File: src/rtl/argmax_pkg.sv
// Shared types and float helpers for the argmax controller.
// Holds FSM states, per-format field widths and canonical qNaNs.
package argmax_pkg;

  typedef enum logic [1:0] {
    IDLE,
    ACCUM,
    WAIT,
    DONE
  } state_t;

  localparam int CMP_LAT = 1;

  localparam int EXP_W_HALF   = 5;
  localparam int MAN_W_HALF   = 10;
  localparam int EXP_W_SINGLE = 8;
  localparam int MAN_W_SINGLE = 23;

  localparam logic [15:0] QNAN_HALF   = 16'h7E00;
  localparam logic [31:0] QNAN_SINGLE = 32'h7FC0_0000;

  function automatic logic is_nan(
    input logic [31:0] v,
    input logic        sgl
  );
    if (sgl)
      is_nan = (&v[MAN_W_SINGLE +: EXP_W_SINGLE]) &&
               (|v[MAN_W_SINGLE-1:0]);
    else
      is_nan = (&v[MAN_W_HALF +: EXP_W_HALF]) &&
               (|v[MAN_W_HALF-1:0]);
  endfunction

endpackage

File: src/rtl/vec_argmax_ctrl_max.sv
// Float max compare unit: b_max=1 only when b is strictly greater than a.
// NaN b never wins; a NaN a is always replaced. Latency CMP_LAT cycles.
module max
  import argmax_pkg::*;
#(
  parameter int    BITS      = 16,
  parameter string PRECISION = "HALF"
) (
  input  logic            clk,
  input  logic            rstn,
  input  logic            in_valid,
  input  logic [BITS-1:0] a,
  input  logic [BITS-1:0] b,
  output logic            out_valid,
  output logic            b_max
);

  localparam logic SGL = (PRECISION == "SINGLE");

  // Map sign-magnitude to an unsigned order; both zeros share one key.
  function automatic logic [BITS-1:0] order_key(
    input logic [BITS-1:0] x
  );
    if (x[BITS-2:0] == '0)
      order_key = {1'b1, {(BITS-1){1'b0}}};
    else if (x[BITS-1])
      order_key = ~x;
    else
      order_key = {1'b1, x[BITS-2:0]};
  endfunction

  logic                w_a_nan;
  logic                w_b_nan;
  logic                w_gt;
  logic [CMP_LAT-1:0]  r_vld;
  logic [CMP_LAT-1:0]  r_gt;

  assign w_a_nan = is_nan(32'(a), SGL);
  assign w_b_nan = is_nan(32'(b), SGL);
  assign w_gt    = !w_b_nan &&
                   (w_a_nan || (order_key(b) > order_key(a)));

  always_ff @(posedge clk or negedge rstn) begin
    if (!rstn) begin
      r_vld <= '0;
      r_gt  <= '0;
    end else begin
      r_vld[0] <= in_valid;
      r_gt[0]  <= w_gt;
      for (int i = 1; i < CMP_LAT; i++) begin
        r_vld[i] <= r_vld[i-1];
        r_gt[i]  <= r_gt[i-1];
      end
    end
  end

  assign out_valid = r_vld[CMP_LAT-1];
  assign b_max     = r_gt[CMP_LAT-1];

endmodule

File: src/rtl/vec_argmax_ctrl.sv
// Streams a vector through the max compare unit; returns max and first index.
// Optional ARGMAX_NAN_SKIP_EN: NaN elements are counted but never selected.
module vec_argmax_ctrl
  import argmax_pkg::*;
#(
  parameter int    BITS      = 16,
  parameter string PRECISION = "HALF",
  parameter int    MAX_LEN   = 1024,
  localparam int   IDXW      = (MAX_LEN > 1) ? $clog2(MAX_LEN) : 1
) (
  input  logic            clk,
  input  logic            rstn,
  input  logic            s_valid,
  output logic            s_ready,
  input  logic [BITS-1:0] s_data,
  input  logic            s_last,
  output logic            m_valid,
  input  logic            m_ready,
  output logic [BITS-1:0] m_data,
  output logic [IDXW-1:0] m_index,
  output logic            m_overflow
);

  localparam int            CW       = IDXW + 1;
  localparam logic [CW-1:0] LAST_CNT = CW'(MAX_LEN - 1);
  localparam logic          ONE_ELEM = (MAX_LEN == 1);

  state_t          r_state;
  state_t          w_next;
  logic [BITS-1:0] r_best;
  logic [BITS-1:0] r_elem;
  logic [IDXW-1:0] r_best_idx;
  logic [IDXW-1:0] r_idx;
  logic [CW-1:0]   r_count;
  logic            r_last;
  logic            r_ovf;
  logic            w_xfer;
  logic            w_cnt_end;
  logic            w_cmp_valid;
  logic            w_cmp_done;
  logic            w_cmp_bmax;
  logic            w_skip;

`ifdef ARGMAX_NAN_SKIP_EN
  localparam logic SGL = (PRECISION == "SINGLE");
  localparam logic [BITS-1:0] QNAN =
    SGL ? BITS'(QNAN_SINGLE) : BITS'(QNAN_HALF);

  logic r_best_vld;
  logic w_nan;

  assign w_nan  = is_nan(32'(s_data), SGL);
  assign w_skip = w_nan || !r_best_vld;
`else
  assign w_skip = 1'b0;
`endif

  assign s_ready   = rstn &&
                     ((r_state == IDLE) || (r_state == ACCUM));
  assign w_xfer    = s_valid && s_ready;
  assign w_cnt_end = (r_count == LAST_CNT);

  always_ff @(posedge clk or negedge rstn) begin
    if (!rstn) r_state <= IDLE;
    else       r_state <= w_next;
  end

  always_comb begin
    w_next      = r_state;
    w_cmp_valid = 1'b0;
    unique case (r_state)
      IDLE: begin
        if (w_xfer)
          w_next = (s_last || ONE_ELEM) ? DONE : ACCUM;
      end
      ACCUM: begin
        if (w_xfer) begin
          if (w_skip) begin
            w_next = (s_last || w_cnt_end) ? DONE : ACCUM;
          end else begin
            w_cmp_valid = 1'b1;
            w_next      = WAIT;
          end
        end
      end
      WAIT: begin
        if (w_cmp_done)
          w_next = (r_last || w_cnt_end) ? DONE : ACCUM;
      end
      DONE: begin
        if (m_ready) w_next = IDLE;
      end
      default: w_next = IDLE;
    endcase
  end

  always_ff @(posedge clk or negedge rstn) begin
    if (!rstn) begin
      r_best     <= '0;
      r_best_idx <= '0;
      r_elem     <= '0;
      r_idx      <= '0;
      r_count    <= '0;
      r_last     <= 1'b0;
      r_ovf      <= 1'b0;
`ifdef ARGMAX_NAN_SKIP_EN
      r_best_vld <= 1'b0;
`endif
    end else begin
      unique case (r_state)
        IDLE: begin
          if (w_xfer) begin
            r_best     <= s_data;
            r_best_idx <= '0;
            r_count    <= CW'(1);
            r_ovf      <= ONE_ELEM && !s_last;
`ifdef ARGMAX_NAN_SKIP_EN
            r_best_vld <= !w_nan;
            if (w_nan) r_best <= QNAN;
`endif
          end
        end
        ACCUM: begin
          if (w_xfer) begin
            if (w_skip) begin
              r_count <= r_count + CW'(1);
              r_ovf   <= w_cnt_end && !s_last;
`ifdef ARGMAX_NAN_SKIP_EN
              // First real value after leading NaNs loads directly.
              if (!w_nan) begin
                r_best     <= s_data;
                r_best_idx <= r_count[IDXW-1:0];
                r_best_vld <= 1'b1;
              end
`endif
            end else begin
              r_elem <= s_data;
              r_idx  <= r_count[IDXW-1:0];
              r_last <= s_last;
            end
          end
        end
        WAIT: begin
          if (w_cmp_done) begin
            if (w_cmp_bmax) begin
              r_best     <= r_elem;
              r_best_idx <= r_idx;
            end
            r_count <= r_count + CW'(1);
            r_ovf   <= w_cnt_end && !r_last;
          end
        end
        DONE: begin
          if (m_ready) begin
            r_count <= '0;
            r_ovf   <= 1'b0;
          end
        end
        default: ;
      endcase
    end
  end

  max #(
    .BITS      (BITS),
    .PRECISION (PRECISION)
  ) u_max (
    .clk       (clk),
    .rstn      (rstn),
    .in_valid  (w_cmp_valid),
    .a         (r_best),
    .b         (s_data),
    .out_valid (w_cmp_done),
    .b_max     (w_cmp_bmax)
  );

  assign m_valid    = (r_state == DONE);
  assign m_data     = r_best;
  assign m_index    = r_best_idx;
  assign m_overflow = r_ovf;

endmodule

File: config.mk
export PLATFORM = sky130hd
export DESIGN_NAME = vec_argmax_ctrl
export DESIGN_NICKNAME = d
export VERILOG_FILES = /design/src/rtl/argmax_pkg.sv /design/src/rtl/vec_argmax_ctrl_max.sv /design/src/rtl/vec_argmax_ctrl.sv
export SDC_FILE = /design/constraint.sdc
export NUM_CORES = 1
export LEC_CHECK = 0
export CORE_MARGIN = 2
export CORE_UTILIZATION = 50
export CTS_CLUSTER_SIZE = 20
export DETAILED_ROUTE_END_ITERATION = 16
export PLACE_DENSITY = 0.73
export SLEW_MARGIN = 20
export SYNTH_ARGS = -nofsm -noshare
export SYNTH_HDL_FRONTEND = slang
export SYNTH_SLANG_ARGS = --single-unit
File: constraint.sdc
create_clock -name clk -period 6.3 [get_ports clk]
set_input_delay 1.26 -clock clk [delete_from_list [all_inputs] [get_ports clk]]
set_output_delay 1.26 -clock clk [all_outputs]
set_load 0.02 [all_outputs]
==> flow_summary_export.csv, run 1 <==
group,metric,value,unit
detailed_routing,drt-met1-wl,4060,microns
placed_design,place_area,4360,sq um
layout,post-route-util,0.625,
critical_path,critPathCaptureType,"flip-flop",
die,io_pins,50,
die,floorplan.rows,31,
clock_network,worst_setup_hold_path_clk_slew,80,ps
detailed_routing,post_route_ant_nets,0,
layout,num-nets-final,460,
timing,worst_pin_slew,1040,ps
detailed_routing,wire_per_inst,15.5,microns
grt,grt_util_all_layers,0.202,
die,floorplan.die.width,91.6,microns
clock_network,cts.sinks,69,
placed_design,place_hpwl,5680,microns
timing,timing.final.max_slew_violations,0,
timing,setup_violations,0,
yosys,synth_largest_type_area_fraction,0.450,
min_path,hp-start,"m_index[8]$_DFFE_PN0P_",
detailed_routing,route.top_layer_used,"met4",
detailed_routing,detailedRoute.firstPassIterationCount,4,
clock_network,clk-insertion-delay-late,340,ps
timing,hold_slack,470,ps
detailed_routing,routed_via_density,5.46,
yosys,synthesis.yosys.warnings,0,
pwr,vdd_drop_max,182,uV
grt,grt_pass1_wl,13600,microns
yosys,synth_enable_flop_cells,0,
yosys,postSynth.asyncResetShare,1.00,
yosys,synthesized_area_per_cell,10.1,sq um
yosys,ys_seq_elements,69,
grt,global_route.overflow_total,0,
timing,slew_headroom,0.306,
timing,maxClockFrequency,225,MHz
detailed_routing,met3WireLength,315,microns
detailed_routing,route.vias.total,2867,
timing,timing.clock.skew,9.21,ps
layout,syn2layout_area_growth,19.4,%
die,fp.dieArea,8390,sq um
die,starting_utilization_of_the_core_area,0.523,
yosys,synth_area_leaders,"sky130_fd_sc_hd__dfrtp_1 (45%), sky130_fd_sc_hd__mux2_2 (7.9%), sky130_fd_sc_hd__nand2_1 (5.9%), sky130_fd_sc_hd__xor2_1 (5.7%), sky130_fd_sc_hd__ha_1 (5.5%)",
clock_network,cts_tree,"yes",
critical_path,required,6510,ps
yosys,netlist_area,3840,sq um
layout,final_layout_size_suffix_gt1_frac,0.122,
yosys,synthTopCellsByCount,"sky130_fd_sc_hd__dfrtp_1 (69), sky130_fd_sc_hd__nand2_1 (60), sky130_fd_sc_hd__nor2_1 (30), sky130_fd_sc_hd__mux2_2 (27), sky130_fd_sc_hd__xor2_1 (25)",
yosys,netlist.top_cell.by_area,"sky130_fd_sc_hd__dfrtp_1",
critical_path,timing.critical_path.from_type,"input port",
yosys,number_of_instances_in_the_synthesized_netlist,379,
placed_design,gp_congestion,0.971,
clock_network,cts-hold-fix-buffers,0,
clock_network,cts-root-to-sink-buffers,2,
yosys,netlist-cell-type-count,46,
timing,report.final.hold_viol_count,0,
pwr,power.density,442,nW/um^2
critical_path,r2r_slack,3060,ps
clock_network,cts_setup_buffers,0,
run,drv_cap,0,
critical_path,cp_max_fo,16,
detailed_routing,drc,0,
critical_path,critical_path_class,"input port to flip-flop",
clock_network,ctsResizeCount,0,
grt,number_of_antenna_violations_at_the_first_check_in_global_routing,0,
critical_path,reg2reg_end,"u_max.b_max$_DFF_PN0_",
clock_network,htree_levels,3,
clock_network,tritoncts_buffers,9,
yosys,ys_dominant_reg_cell,"sky130_fd_sc_hd__dfrtp_1",
layout,post-route-cell-area,4580,sq um
timing,fin_crit_sh,0.704,
timing,final.min_clock_period,4440,ps
min_path,hold_path_depth,2,
yosys,sequential_cell_area_fraction_in_the_yosys_report,0.450,
detailed_routing,drt_iter0_drc,166,
outcome,outcome,"finished, final reports clean",
pwr,power_leakage,2.18,nW
min_path,whs_endpoint,"m_index[8]$_DFFE_PN0P_",
grt,first_global_vias,2801,
die,die_span_in_y,91.6,microns
detailed_routing,drt-total-wl,8160,microns
critical_path,worstPathArrival,4650,ps
critical_path,origin_of_the_critical_flop_to_flop_path,"m_data[4]$_DFFE_PN0P_",
critical_path,ff2ff_path_depth,10,
min_path,timing.hold.worst.class,"flip-flop to flip-flop",
placed_design,port_buffers,49,
yosys,mappedNetlistNets,417,
clock_network,clock-root-buffer,"sky130_fd_sc_hd__clkbuf_8",
yosys,most_common_cell_in_the_netlist,"sky130_fd_sc_hd__dfrtp_1",
layout,n_antenna_cell,0,
detailed_routing,route.met2.wl,3660,microns
timing,setup_total_negative_slack,0,ps
grt,grt_max_degree,73,
timing,rsz0062_at_grt,"false",
die,design.core.area,7330,sq um
[worst max path at each step]
stage,startpoint,cells after the start,end
final,s_data[5],11,u_max.b_max$_DFF_PN0_
after global routing,s_data[3],11,u_max.b_max$_DFF_PN0_
after CTS,s_data[4],11,u_max.b_max$_DFF_PN0_
after detailed placement,s_data[4],11,u_max.b_max$_DFF_PN0_
after global placement,s_data[5],11,u_max.b_max$_DFF_PN0_
after floorplan,s_data[14],10,u_max.b_max$_DFF_PN0_
[sequential cells by signal (all words and copies together), names as in the netlist]
register and cells:
m_data 16, r_elem 16, r_count 11, m_index 10
r_idx 10, r_state 2, m_overflow 1, r_last 1
u_max.b_max 1, u_max.out_valid 1
[worst max-delay path, stage by stage]
cell and delay, ps:
sky130_fd_sc_hd__clkdlybuf4s50_1 470, sky130_fd_sc_hd__nor4_1 470, sky130_fd_sc_hd__nand3_1 190, sky130_fd_sc_hd__nor3_2 770, sky130_fd_sc_hd__nor2_1 120, sky130_fd_sc_hd__ha_1 340
sky130_fd_sc_hd__a21o_1 160, sky130_fd_sc_hd__a21o_1 170, sky130_fd_sc_hd__a22o_1 170, sky130_fd_sc_hd__a2111oi_0 410, sky130_fd_sc_hd__nor2_1 110
[cells in the final DEF, fill, tap and decap left out, types with 5 or more instances in the layout]
master | Yosys | layout
sky130_fd_sc_hd__nand4_1 | 5 | 5
sky130_fd_sc_hd__clkdlybuf4s50_1 | 0 | 48
sky130_fd_sc_hd__xnor2_1 | 14 | 14
sky130_fd_sc_hd__nor2_1 | 30 | 30
sky130_fd_sc_hd__o2111ai_1 | 7 | 7
sky130_fd_sc_hd__a21oi_1 | 8 | 8
sky130_fd_sc_hd__nand3_1 | 14 | 14
sky130_fd_sc_hd__clkbuf_8 | 0 | 10
sky130_fd_sc_hd__ha_1 | 17 | 17
sky130_fd_sc_hd__nand2_1 | 60 | 60
sky130_fd_sc_hd__mux2_2 | 27 | 27
sky130_fd_sc_hd__mux2i_1 | 16 | 16
sky130_fd_sc_hd__dfrtp_1 | 69 | 69
sky130_fd_sc_hd__o21ai_0 | 18 | 18
sky130_fd_sc_hd__xor2_1 | 25 | 25
[power breakdown]
part           switching (mW)  leakage [nW]  internal (mW)
sequential              0.163         0.899          0.575
combinational           0.449          1.18          0.433
clock                   0.172         0.105          0.233
total                   0.784          2.18           1.24
[cells by family (layout without fill, tap and decap cells)]
| kind of cell | Yosys count | in the layout | synth area share |
|---|---|---|---|
| flip-flops | 69 | 69 | 0.450 |
| adder cells (fa/ha/maj) | 17 | 17 | 0.0554 |
| buffers and inverters | 23 | 70 | 0.0326 |
| AO/OA/AOI/OAI | 51 | 51 | 0.0871 |
| AND/OR/NAND/NOR | 137 | 137 | 0.165 |
| multiplexers | 43 | 43 | 0.121 |
| XOR/XNOR | 39 | 39 | 0.0890 |
[through the flow]
step	total power, mW	std cells	setup slack, ps
CTS	2.03	525	1970
global route	2.17	525	1560
finish	2.02	525	1860
floorplan	1.34	379	2710
global placement	1.60	510	1710
detailed placement	1.63	510	1600
[area by class of cell]
cell class	count	area, sq um
Fill cell	610	2750
Inverter	2	7.51
Sequential cell	69	1730
Timing Repair Buffer	53	515
Clock buffer	10	138
Clock inverter	5	83.8
Tap cell	99	124
Multi-Input combinational cell	287	1990
[routing by layer]
metal	track usage	vias up
li1	-	1407
met1	0.293	1392
met2	0.311	58
met3	0.0257	10
met4	0.0732	0
met5	0	-
Power figures use the tool's default switching activity.
==> run 2: changes to the inputs <==
PLACE_DENSITY = 0.76   (was 0.73)
clock period = 3.57 ns   (was 6.3 ns; I/O delays follow)
==> run 2 against run 1 <==
Compared with the run above:
- clock skew is essentially flat
- core utilization increased by 2.0 points
- cell area grew 3.1%
- critical path depth increased by 2
- flip-flop and latch count stayed put
- count of clock-buffer cells in the layout down 1
- global-route usage increased by 1.9 points
- cell count rose by 4.2%
- setup slack got worse by 1400 ps
- die area did not move
- sequential share of layout area decreased by 1.1 points
- first-iteration DRC count shrank 15%
==> flow_summary_export.csv, run 2 (same netlist as run 1, synthesis figures left out) <==
group,metric,value,unit
die,fp.dieArea,8390,sq um
placed_design,gp_congestion,0.913,
clock_network,cts_tree,"yes",
layout,mostFrequentLayoutCell,"sky130_fd_sc_hd__dfrtp_1",
layout,final_standard_cell_count_with_taps_included_and_fillers_excluded,547,
clock_network,clock-root-buffer,"sky130_fd_sc_hd__clkbuf_8",
clock_network,cts.sinks,69,
die,io_pins,50,
detailed_routing,detailedRoute.firstPassIterationCount,4,
clock_network,cts-root-to-sink-buffers,2,
detailed_routing,drt_iter0_drc,141,
grt,grt_pass1_wl,14500,microns
detailed_routing,route.met2.wl,4000,microns
critical_path,ff2ff_path_depth,10,
detailed_routing,drc,0,
placed_design,place_area,4530,sq um
timing,report.final.hold_viol_count,0,
detailed_routing,post_route_ant_nets,0,
timing,maxClockFrequency,319,MHz
detailed_routing,route.top_layer_used,"met4",
die,die_span_in_y,91.6,microns
layout,num-nets-final,481,
timing,worst_pin_slew,912,ps
timing,rsz0062_at_grt,"false",
grt,global_route.overflow_total,0,
grt,first_global_vias,2922,
die,floorplan.die.width,91.6,microns
pwr,power.density,748,nW/um^2
clock_network,cts-hold-fix-buffers,0,
placed_design,port_buffers,49,
timing,final.min_clock_period,3130,ps
placed_design,dp_cells,531,
clock_network,htree_levels,3,
critical_path,required,3800,ps
layout,syn2layout_area_growth,23.2,%
layout,final_layout_size_suffix_gt1_frac,0.165,
critical_path,critPathCaptureType,"flip-flop",
detailed_routing,wire_per_inst,15.6,microns
outcome,outcome,"finished, final reports clean",
layout,post-route-cell-area,4730,sq um
clock_network,cts_setup_buffers,0,
grt,grt_util_all_layers,0.221,
timing,setup_total_negative_slack,0,ps
die,floorplan.rows,31,
timing,timing.clock.skew,9.39,ps
clock_network,clk-insertion-delay-late,360,ps
detailed_routing,route.vias.total,3013,
layout,seq_cell_area,1730,sq um
clock_network,tritoncts_buffers,9,
timing,setup_violations,0,
layout,n_antenna_cell,0,
critical_path,worstPathArrival,3370,ps
placed_design,place_hpwl,6060,microns
detailed_routing,met3WireLength,523,microns
detailed_routing,drt-met1-wl,3840,microns
critical_path,timing.critical_path.from_type,"input port",
run,drv_cap,0,
grt,grt_max_degree,55,
critical_path,critical_path_class,"input port to flip-flop",
layout,multiInputGateArea,1990,sq um
layout,final_cell_mix,"sky130_fd_sc_hd__dfrtp_1 (69), sky130_fd_sc_hd__nand2_1 (60), sky130_fd_sc_hd__clkdlybuf4s50_1 (48)",
grt,number_of_antenna_violations_at_the_first_check_in_global_routing,0,
critical_path,cp_max_fo,6,
critical_path,origin_of_the_critical_flop_to_flop_path,"m_data[5]$_DFFE_PN0P_",
timing,slew_headroom,0.392,
min_path,timing.hold.worst.class,"input port to asynchronous set/reset pin",
pwr,vdd_drop_max,319,uV
critical_path,crit_path_start,"s_data[5]",
detailed_routing,drt-total-wl,8550,microns
die,design.core.area,7330,sq um
die,starting_utilization_of_the_core_area,0.523,
timing,timing.final.max_slew_violations,0,
clock_network,ctsResizeCount,0,
clock_network,worst_setup_hold_path_clk_slew,90,ps
detailed_routing,routed_via_density,5.51,
layout,n_fill_cell,582,
pwr,power_leakage,2.29,nW
timing,fin_crit_sh,0.878,
## run 2: through the flow
stage               setup WS [ps]  hold WS [ps]  total power [mW]  utilization
floorplan                     522           418              2.36            -
global placement             79.1           455              2.86        0.618
detailed placement           68.1           460              2.92        0.618
CTS                           435           291              3.57        0.645
global route                  156           322              3.82        0.645
finish                        437           290              3.54        0.645
## run 2: cell type report
class / instances / share of cell area
Clock inverter: 7 / 0.0151
Timing Repair Buffer: 74 / 0.145
Sequential cell: 69 / 0.365
Tap cell: 99 / 0.0262
Clock buffer: 9 / 0.0262
Multi-Input combinational cell: 287 / 0.421
Inverter: 2 / 0.00159
## run 2: path summary, 6_finish.rpt
check	to	slack (ps)
worst max-delay path	u_max.b_max$_DFF_PN0_	440
worst min-delay path	m_data[13]$_DFFE_PN0P_	290
worst max register to register	u_max.b_max$_DFF_PN0_	470
worst min register to register	m_index[3]$_DFFE_PN0P_	470
max in group asynchronous	r_count[6]$_DFFE_PN0P_	2270
min in group clk	m_index[3]$_DFFE_PN0P_	470
## run 2: critical path, stage by stage
cell	delay, ps
sky130_fd_sc_hd__clkdlybuf4s50_1	430
sky130_fd_sc_hd__nor4_1	280
sky130_fd_sc_hd__buf_4	160
sky130_fd_sc_hd__nand3_1	100
sky130_fd_sc_hd__nor3_2	200
sky130_fd_sc_hd__buf_4	170
sky130_fd_sc_hd__nor2_1	50
sky130_fd_sc_hd__ha_1	300
sky130_fd_sc_hd__a21o_1	160
sky130_fd_sc_hd__a21o_1	170
sky130_fd_sc_hd__a22o_1	160
sky130_fd_sc_hd__a2111oi_0	370
sky130_fd_sc_hd__nor2_1	90
## run 2: per-layer routing
| metal | vias up | track usage |
|---|---|---|
| met2 | 80 | 0.339 |
| li1 | 1456 | - |
| met5 | - | 0 |
| met4 | 0 | 0.0909 |
| met3 | 15 | 0.0473 |
| met1 | 1462 | 0.304 |
## run 2: power breakdown
group	internal [mW]	switching (mW)	leakage (nW)
combinational	0.796	0.813	1.29
clock	0.279	0.361	0.103
sequential	1.01	0.273	0.899
